[src/rtl/cp0_exc_sequencer_pkg.sv]
// rtl/cp0_exc_sequencer_pkg.sv - CP0 addresses, ExcCodes and sequencer state encodings
package cp0_exc_sequencer_pkg;

    localparam logic [31:0] EXC_VECTOR_DEF = 32'hBFC00380;
    localparam logic [4:0]  A_BADVADDR_DEF = 5'd8;
    localparam logic [4:0]  A_STATUS_DEF   = 5'd12;
    localparam logic [4:0]  A_CAUSE_DEF    = 5'd13;
    localparam logic [4:0]  A_EPC_DEF      = 5'd14;

    localparam int          EXL_BIT        = 1;
    localparam logic [4:0]  EXC_ADEL       = 5'd4;
    localparam logic [4:0]  EXC_ADES       = 5'd5;

    localparam logic [2:0]  S_IDLE         = 3'd0;
    localparam logic [2:0]  S_W_BADV       = 3'd1;
    localparam logic [2:0]  S_W_EPC        = 3'd2;
    localparam logic [2:0]  S_W_CAUSE      = 3'd3;
    localparam logic [2:0]  S_W_STATUS     = 3'd4;
    localparam logic [2:0]  S_E_STATUS     = 3'd5;
    localparam logic [2:0]  S_REDIR        = 3'd6;

    // A fault in a delay slot restarts at the branch, one word earlier.
    function automatic logic [31:0] exc_epc(input logic [31:0] pc, input logic bd);
        return bd ? (pc - 32'd4) : pc;
    endfunction

endpackage

[src/rtl/cp0_exc_sequencer.sv]
// rtl/cp0_exc_sequencer.sv - single CP0 write port: MTC0 merge plus exception/ERET update sequences
module cp0_exc_sequencer
    import cp0_exc_sequencer_pkg::*;
#(
    parameter logic [31:0] EXC_VECTOR = EXC_VECTOR_DEF,
    parameter logic [4:0]  A_BADVADDR = A_BADVADDR_DEF,
    parameter logic [4:0]  A_STATUS   = A_STATUS_DEF,
    parameter logic [4:0]  A_CAUSE    = A_CAUSE_DEF,
    parameter logic [4:0]  A_EPC      = A_EPC_DEF
) (
    input  logic        clk,
    input  logic        rst_n,
    input  logic        mtc0_en_i,
    input  logic [4:0]  mtc0_addr_i,
    input  logic [31:0] mtc0_data_i,
    input  logic        exc_valid_i,
    input  logic [4:0]  exc_code_i,
    input  logic [31:0] exc_pc_i,
    input  logic        exc_bd_i,
    input  logic [31:0] exc_badvaddr_i,
    input  logic        eret_valid_i,
    input  logic [31:0] status_i,
    input  logic [31:0] cause_i,
    input  logic [31:0] epc_i,
    output logic        exc_ack_o,
    output logic        cp_write_en_o,
    output logic [4:0]  cp_write_addr_o,
    output logic [31:0] cp_write_data_o,
    output logic        busy_o,
    output logic        flush_o,
    output logic        redirect_valid_o,
    output logic [31:0] redirect_pc_o
);

    logic [2:0]  r_state;
    logic [2:0]  w_next_state;
    logic [4:0]  r_code;
    logic        r_bd;
    logic        r_exl;
    logic [31:0] r_badvaddr;
    logic [31:0] r_epc;
    logic [31:0] r_status_base;
    logic [31:0] r_redirect_pc;

    logic        w_idle;
    logic        w_accept_exc;
    logic        w_accept_eret;
    logic [31:0] w_status_base;
    logic        w_exl_in;
    logic        w_adex_in;
    logic        w_cause_bd;
    logic        w_unused;

    assign w_idle        = (r_state == S_IDLE);
    assign w_accept_exc  = w_idle && exc_valid_i;
    assign w_accept_eret = w_idle && !exc_valid_i && eret_valid_i;

    // A same-cycle MTC0 to Status is older than the exception, so it forms the base.
    assign w_status_base = (mtc0_en_i && mtc0_addr_i == A_STATUS) ? mtc0_data_i : status_i;
    assign w_exl_in      = w_status_base[EXL_BIT];
    assign w_adex_in     = (exc_code_i == EXC_ADEL) || (exc_code_i == EXC_ADES);
    assign w_cause_bd    = r_exl ? cause_i[31] : r_bd;
    assign w_unused      = ^cause_i[6:2];

    always_comb begin
        w_next_state = r_state;
        case (r_state)
            S_IDLE: begin
                if (w_accept_exc)
                    w_next_state = w_adex_in ? S_W_BADV : (w_exl_in ? S_W_CAUSE : S_W_EPC);
                else if (w_accept_eret)
                    w_next_state = S_E_STATUS;
            end
            S_W_BADV:   w_next_state = r_exl ? S_W_CAUSE : S_W_EPC;
            S_W_EPC:    w_next_state = S_W_CAUSE;
            S_W_CAUSE:  w_next_state = S_W_STATUS;
            S_W_STATUS: w_next_state = S_REDIR;
            S_E_STATUS: w_next_state = S_REDIR;
            default:    w_next_state = S_IDLE;
        endcase
    end

    always_ff @(posedge clk or negedge rst_n) begin
        if (!rst_n) begin
            r_state       <= S_IDLE;
            r_code        <= '0;
            r_bd          <= 1'b0;
            r_exl         <= 1'b0;
            r_badvaddr    <= '0;
            r_epc         <= '0;
            r_status_base <= '0;
            r_redirect_pc <= '0;
        end else begin
            r_state <= w_next_state;
            if (w_accept_exc) begin
                r_code        <= exc_code_i;
                r_bd          <= exc_bd_i;
                r_exl         <= w_exl_in;
                r_badvaddr    <= exc_badvaddr_i;
                r_epc         <= exc_epc(exc_pc_i, exc_bd_i);
                r_status_base <= w_status_base;
            end
            if (r_state == S_W_STATUS)
                r_redirect_pc <= EXC_VECTOR;
            else if (r_state == S_E_STATUS)
                r_redirect_pc <= epc_i;
        end
    end

    always_comb begin
        cp_write_en_o   = 1'b0;
        cp_write_addr_o = '0;
        cp_write_data_o = '0;
        case (r_state)
            S_IDLE: begin
                if (mtc0_en_i && rst_n) begin
                    cp_write_en_o   = 1'b1;
                    cp_write_addr_o = mtc0_addr_i;
                    cp_write_data_o = mtc0_data_i;
                end
            end
            S_W_BADV: begin
                cp_write_en_o   = 1'b1;
                cp_write_addr_o = A_BADVADDR;
                cp_write_data_o = r_badvaddr;
            end
            S_W_EPC: begin
                cp_write_en_o   = 1'b1;
                cp_write_addr_o = A_EPC;
                cp_write_data_o = r_epc;
            end
            S_W_CAUSE: begin
                cp_write_en_o   = 1'b1;
                cp_write_addr_o = A_CAUSE;
                cp_write_data_o = {w_cause_bd, cause_i[30:7], r_code, cause_i[1:0]};
            end
            S_W_STATUS: begin
                cp_write_en_o   = 1'b1;
                cp_write_addr_o = A_STATUS;
                cp_write_data_o = r_status_base | 32'h2;
            end
            S_E_STATUS: begin
                cp_write_en_o   = 1'b1;
                cp_write_addr_o = A_STATUS;
                cp_write_data_o = status_i & ~32'h2;
            end
            default: begin
                cp_write_en_o   = 1'b0;
            end
        endcase
    end

    assign exc_ack_o        = rst_n && (w_accept_exc || w_accept_eret);
    assign busy_o           = !w_idle;
    assign flush_o          = (r_state == S_REDIR);
    assign redirect_valid_o = (r_state == S_REDIR);
    assign redirect_pc_o    = r_redirect_pc;

endmodule

[config.mk]
export PLATFORM = sky130hd
export DESIGN_NAME = cp0_exc_sequencer
export DESIGN_NICKNAME = d
export VERILOG_FILES = /design/src/rtl/cp0_exc_sequencer_pkg.sv /design/src/rtl/cp0_exc_sequencer.sv
export SDC_FILE = /design/constraint.sdc
export NUM_CORES = 1
export LEC_CHECK = 0
export ABC_AREA = 1
export CORE_MARGIN = 4
export CORE_UTILIZATION = 45
export DETAILED_ROUTE_END_ITERATION = 10
export PLACE_DENSITY = 0.91
export SLEW_MARGIN = 30
export SYNTH_ARGS = -nofsm -noshare
export SYNTH_HDL_FRONTEND = slang
export SYNTH_SLANG_ARGS = --single-unit
[constraint.sdc]
create_clock -name clk -period 1.76 [get_ports clk]
set_clock_uncertainty 0.15 [all_clocks]
set_input_delay 0.264 -clock clk [delete_from_list [all_inputs] [get_ports clk]]
set_output_delay 0.264 -clock clk [all_outputs]
set_load 0.05 [all_outputs]
==> results.json <==
{
  "worst_slew_pin_slew_ns": 0.763,
  "final_cell_area_mm2": 0.0139,
  "htreeDepth": 4,
  "hold_class": "in -> reg",
  "critPathRequiredTime_ns": 1.35,
  "initial_utilization": 0.459,
  "fin_crit_sh": 1.56,
  "ios": 282,
  "netlist_instances": 981,
  "setup_viol_count_final": 138,
  "die_w_um": 138,
  "critical_path_arrival_ns": 2.34,
  "grtUsageTotal": 0.358,
  "ys_dominant_reg_cell": "dfrtp_1",
  "postSynthAreaPerCell_um2": 7.75,
  "cts_buffers": 17,
  "dr.pass1.iters": 7,
  "fin_crit_ns": 2.75,
  "clock_latency_ns": 0.44,
  "fin_ws_ns": -0.994,
  "std_cell_rows": 47,
  "grt_max_degree": 138,
  "hold_violations": 0,
  "drv_cap": 0,
  "yosys_warnings": 0,
  "path_class": "reg -> out",
  "clockBufferDepth": 2,
  "fin_util": 0.840,
  "powerDensity_mw_per_mm2": 1920,
  "endpoint_kind": "output port",
  "max_freq_ghz": 0.363,
  "critical_path.startpoint": "r_state[0]$_DFFE_PN0P_",
  "grt_pass1_wl_mm": 53.8,
  "grt_overflow": 0,
  "place_congestion": 0.963,
  "violations": "negative setup slack",
  "clock_sinks": 137,
  "drt_iter0_drc": 1787,
  "grt_pass1_vias": 9519,
  "synth-edff-count": 0,
  "reg2reg_from": "r_state[2]$_DFFE_PN0P_",
  "drc_errors": 0,
  "drv_slew": 0,
  "routedWlPerCell_um": 27.0,
  "fp.dieH_um": 138,
  "placed_cell_area_mm2": 0.0120,
  "ys_seq_elements": 137,
  "syn_area_mm2": 0.00760,
  "wirelength_mm": 43.7,
  "dieArea_mm2": 0.0190,
  "startpoint_type": "flip-flop",
  "ir_drop_v": 0.00147,
  "status": "finished, violations left",
  "drive_gt1_frac": 0.309,
  "clkSlewWorstSetupHoldPaths_ns": 0.07,
  "fin_hold_ws_ns": 0.223,
  "syn-num-nets": 1190,
  "maxSlewHeadroom": 0.492,
  "nets": 1590,
  "async_flop_share": 1.00,
  "ys_types": 38,
  "ant_nets": 0,
  "cts_root_buf": "clkbuf_16",
  "place.port_buffers": 276,
  "antenna_found_initial": 2,
  "p_leak_nw": 6.24,
  "cts_tree": "done",
  "cp_max_fo": 10,
  "hpwl_mm": 23.9,
  "avgViaCountPerCell": 6.43,
  "coreArea_mm2": 0.0166,
  "synthToLayoutAreaGrowth_pct": 83.2,
  "hp-start": "exc_badvaddr_i[14]",
  "vias": 10400,
  "rsz0062_at_grt": "true",
  "synth-seq-area-share": 0.451
}
## metrics by stage
stage	setup TNS, ns	total power, mW	setup slack, ns	cells
global placement	-20.49	19.5	-0.304	1543
CTS	-25.27	24.3	-0.703	1591
floorplan	-11.26	13.0	-0.401	981
global route	-43.65	27.4	-1.02	1616
finish	-39.80	26.8	-0.994	1616
detailed placement	-23.59	19.8	-0.352	1543
## repair_timing
| action | CTS | global route |
|---|---|---|
| gates cloned | 3 | 11 |
| setup endpoints to repair | 73 | 93 |
| hold buffers | 1 | 0 |
| gates resized for setup | 58 | 159 |
| setup buffers | 13 | 17 |
| endpoints found under the hold margin | 137 | 0 |
| pin swaps | 8 | 15 |
## state kept, by name, indices dropped and copies added (netlist names)
register / cells
redirect_pc_o: 32
r_status_base: 32
r_code: 5
r_epc: 32
r_state: 3
r_badvaddr: 32
r_bd: 1
## layout make-up
| class | count | area (um2) |
|---|---|---|
| Tap cell | 220 | 275 |
| Multi-Input combinational cell | 710 | 4380 |
| Antenna cell | 2 | 5.00 |
| Fill cell | 785 | 2650 |
| Inverter | 79 | 337 |
| Timing Repair Buffer | 436 | 4870 |
| Clock buffer | 19 | 443 |
| Clock inverter | 13 | 191 |
| Sequential cell | 137 | 3430 |
## cells by family after synthesis
family,synth area share
buffers and inverters,0.0826
xor gates and xnor gates,0.00921
adders and majority gates,0.00165
and+or+nand+nor,0.274
AOI/OAI and AO/OA,0.182
DFF,0.451
## path summary, 6_finish.rpt
check | cells after the start | slack, ns | to
setup / recovery | 8 | -0.99 | cp_write_data_o[22]
hold / removal | 3 | 0.22 | r_badvaddr[14]$_DFFE_PN0P_
setup reg to reg | 11 | -0.22 | r_status_base[5]$_DFFE_PN0P_
hold reg to reg | 2 | 0.34 | r_epc[29]$_DFFE_PN0P_
max in group asynchronous | 3 | 0.44 | r_state[0]$_DFFE_PN0P_
min in group asynchronous | 3 | 0.44 | r_badvaddr[23]$_DFFE_PN0P_
## cell usage in the layout (no fill, tap or decap), types with 16 or more instances in the layout
| cell | instances |
|---|---|
| nand2_1 | 276 |
| clkdlybuf4s50_1 | 201 |
| buf_4 | 138 |
| dfrtp_1 | 135 |
| inv_1 | 69 |
| buf_12 | 65 |
| nor2_1 | 54 |
| nand3_1 | 52 |
| a22oi_1 | 28 |
| nand4_1 | 25 |
| clkbuf_16 | 25 |
| nand2_2 | 23 |
| o21ai_1 | 22 |
| a22o_1 | 20 |
| a21oi_2 | 18 |
| a21oi_1 | 17 |
| o21ai_2 | 16 |
| a21oi_4 | 16 |
| buf_6 | 16 |
## report_power, final
part / internal (mW) / switching (mW) / total [mW] / leakage, nW
Combinational: 7.22 / 9.84 / 17.1 / 4.29
Sequential: 4.58 / 1.13 / 5.71 / 1.65
Clock: 2.43 / 1.55 / 3.98 / 0.301
## cells in the mapped netlist, drive strengths merged, types with 2 or more instances
cell | instances | area [um2]
nor2 | 70 | 290
o211ai | 7 | 52.6
xor2 | 7 | 61.3
o2111ai | 2 | 17.5
a22oi | 36 | 270
nand2 | 314 | 1200
nand3 | 72 | 370
dfrtp | 137 | 3430
o22ai | 4 | 25.0
nor3 | 4 | 30.0
clkbuf | 11 | 41.3
o21ai | 57 | 285
a21oi | 51 | 255
buf | 44 | 288
nand4 | 25 | 156
a2bb2oi | 21 | 184
o22a | 11 | 96.3
and2 | 2 | 12.5
inv | 79 | 299
a22o | 20 | 175
o21bai | 2 | 15.0
## layer usage
metal / share of wire / GRT usage / up-vias
met3: 0.14 / 0.0981 / 364
met5: 0 / 0 / -
li1: - / - / 4113
met1: 0.33 / 0.419 / 4850
met4: 0.091 / 0.180 / 0
met2: 0.45 / 0.604 / 1069
## worst max-delay path: stages (launching register included)
cell	delay [ns]
dfrtp_2	0.46
inv_1	0.15
nand3_2	0.12
buf_4	0.21
o21ai_2	0.37
buf_4	0.22
a21oi_1	0.05
nand4_1	0.15
buf_12	0.16
Note: power is estimated with default switching activity, not from simulation.
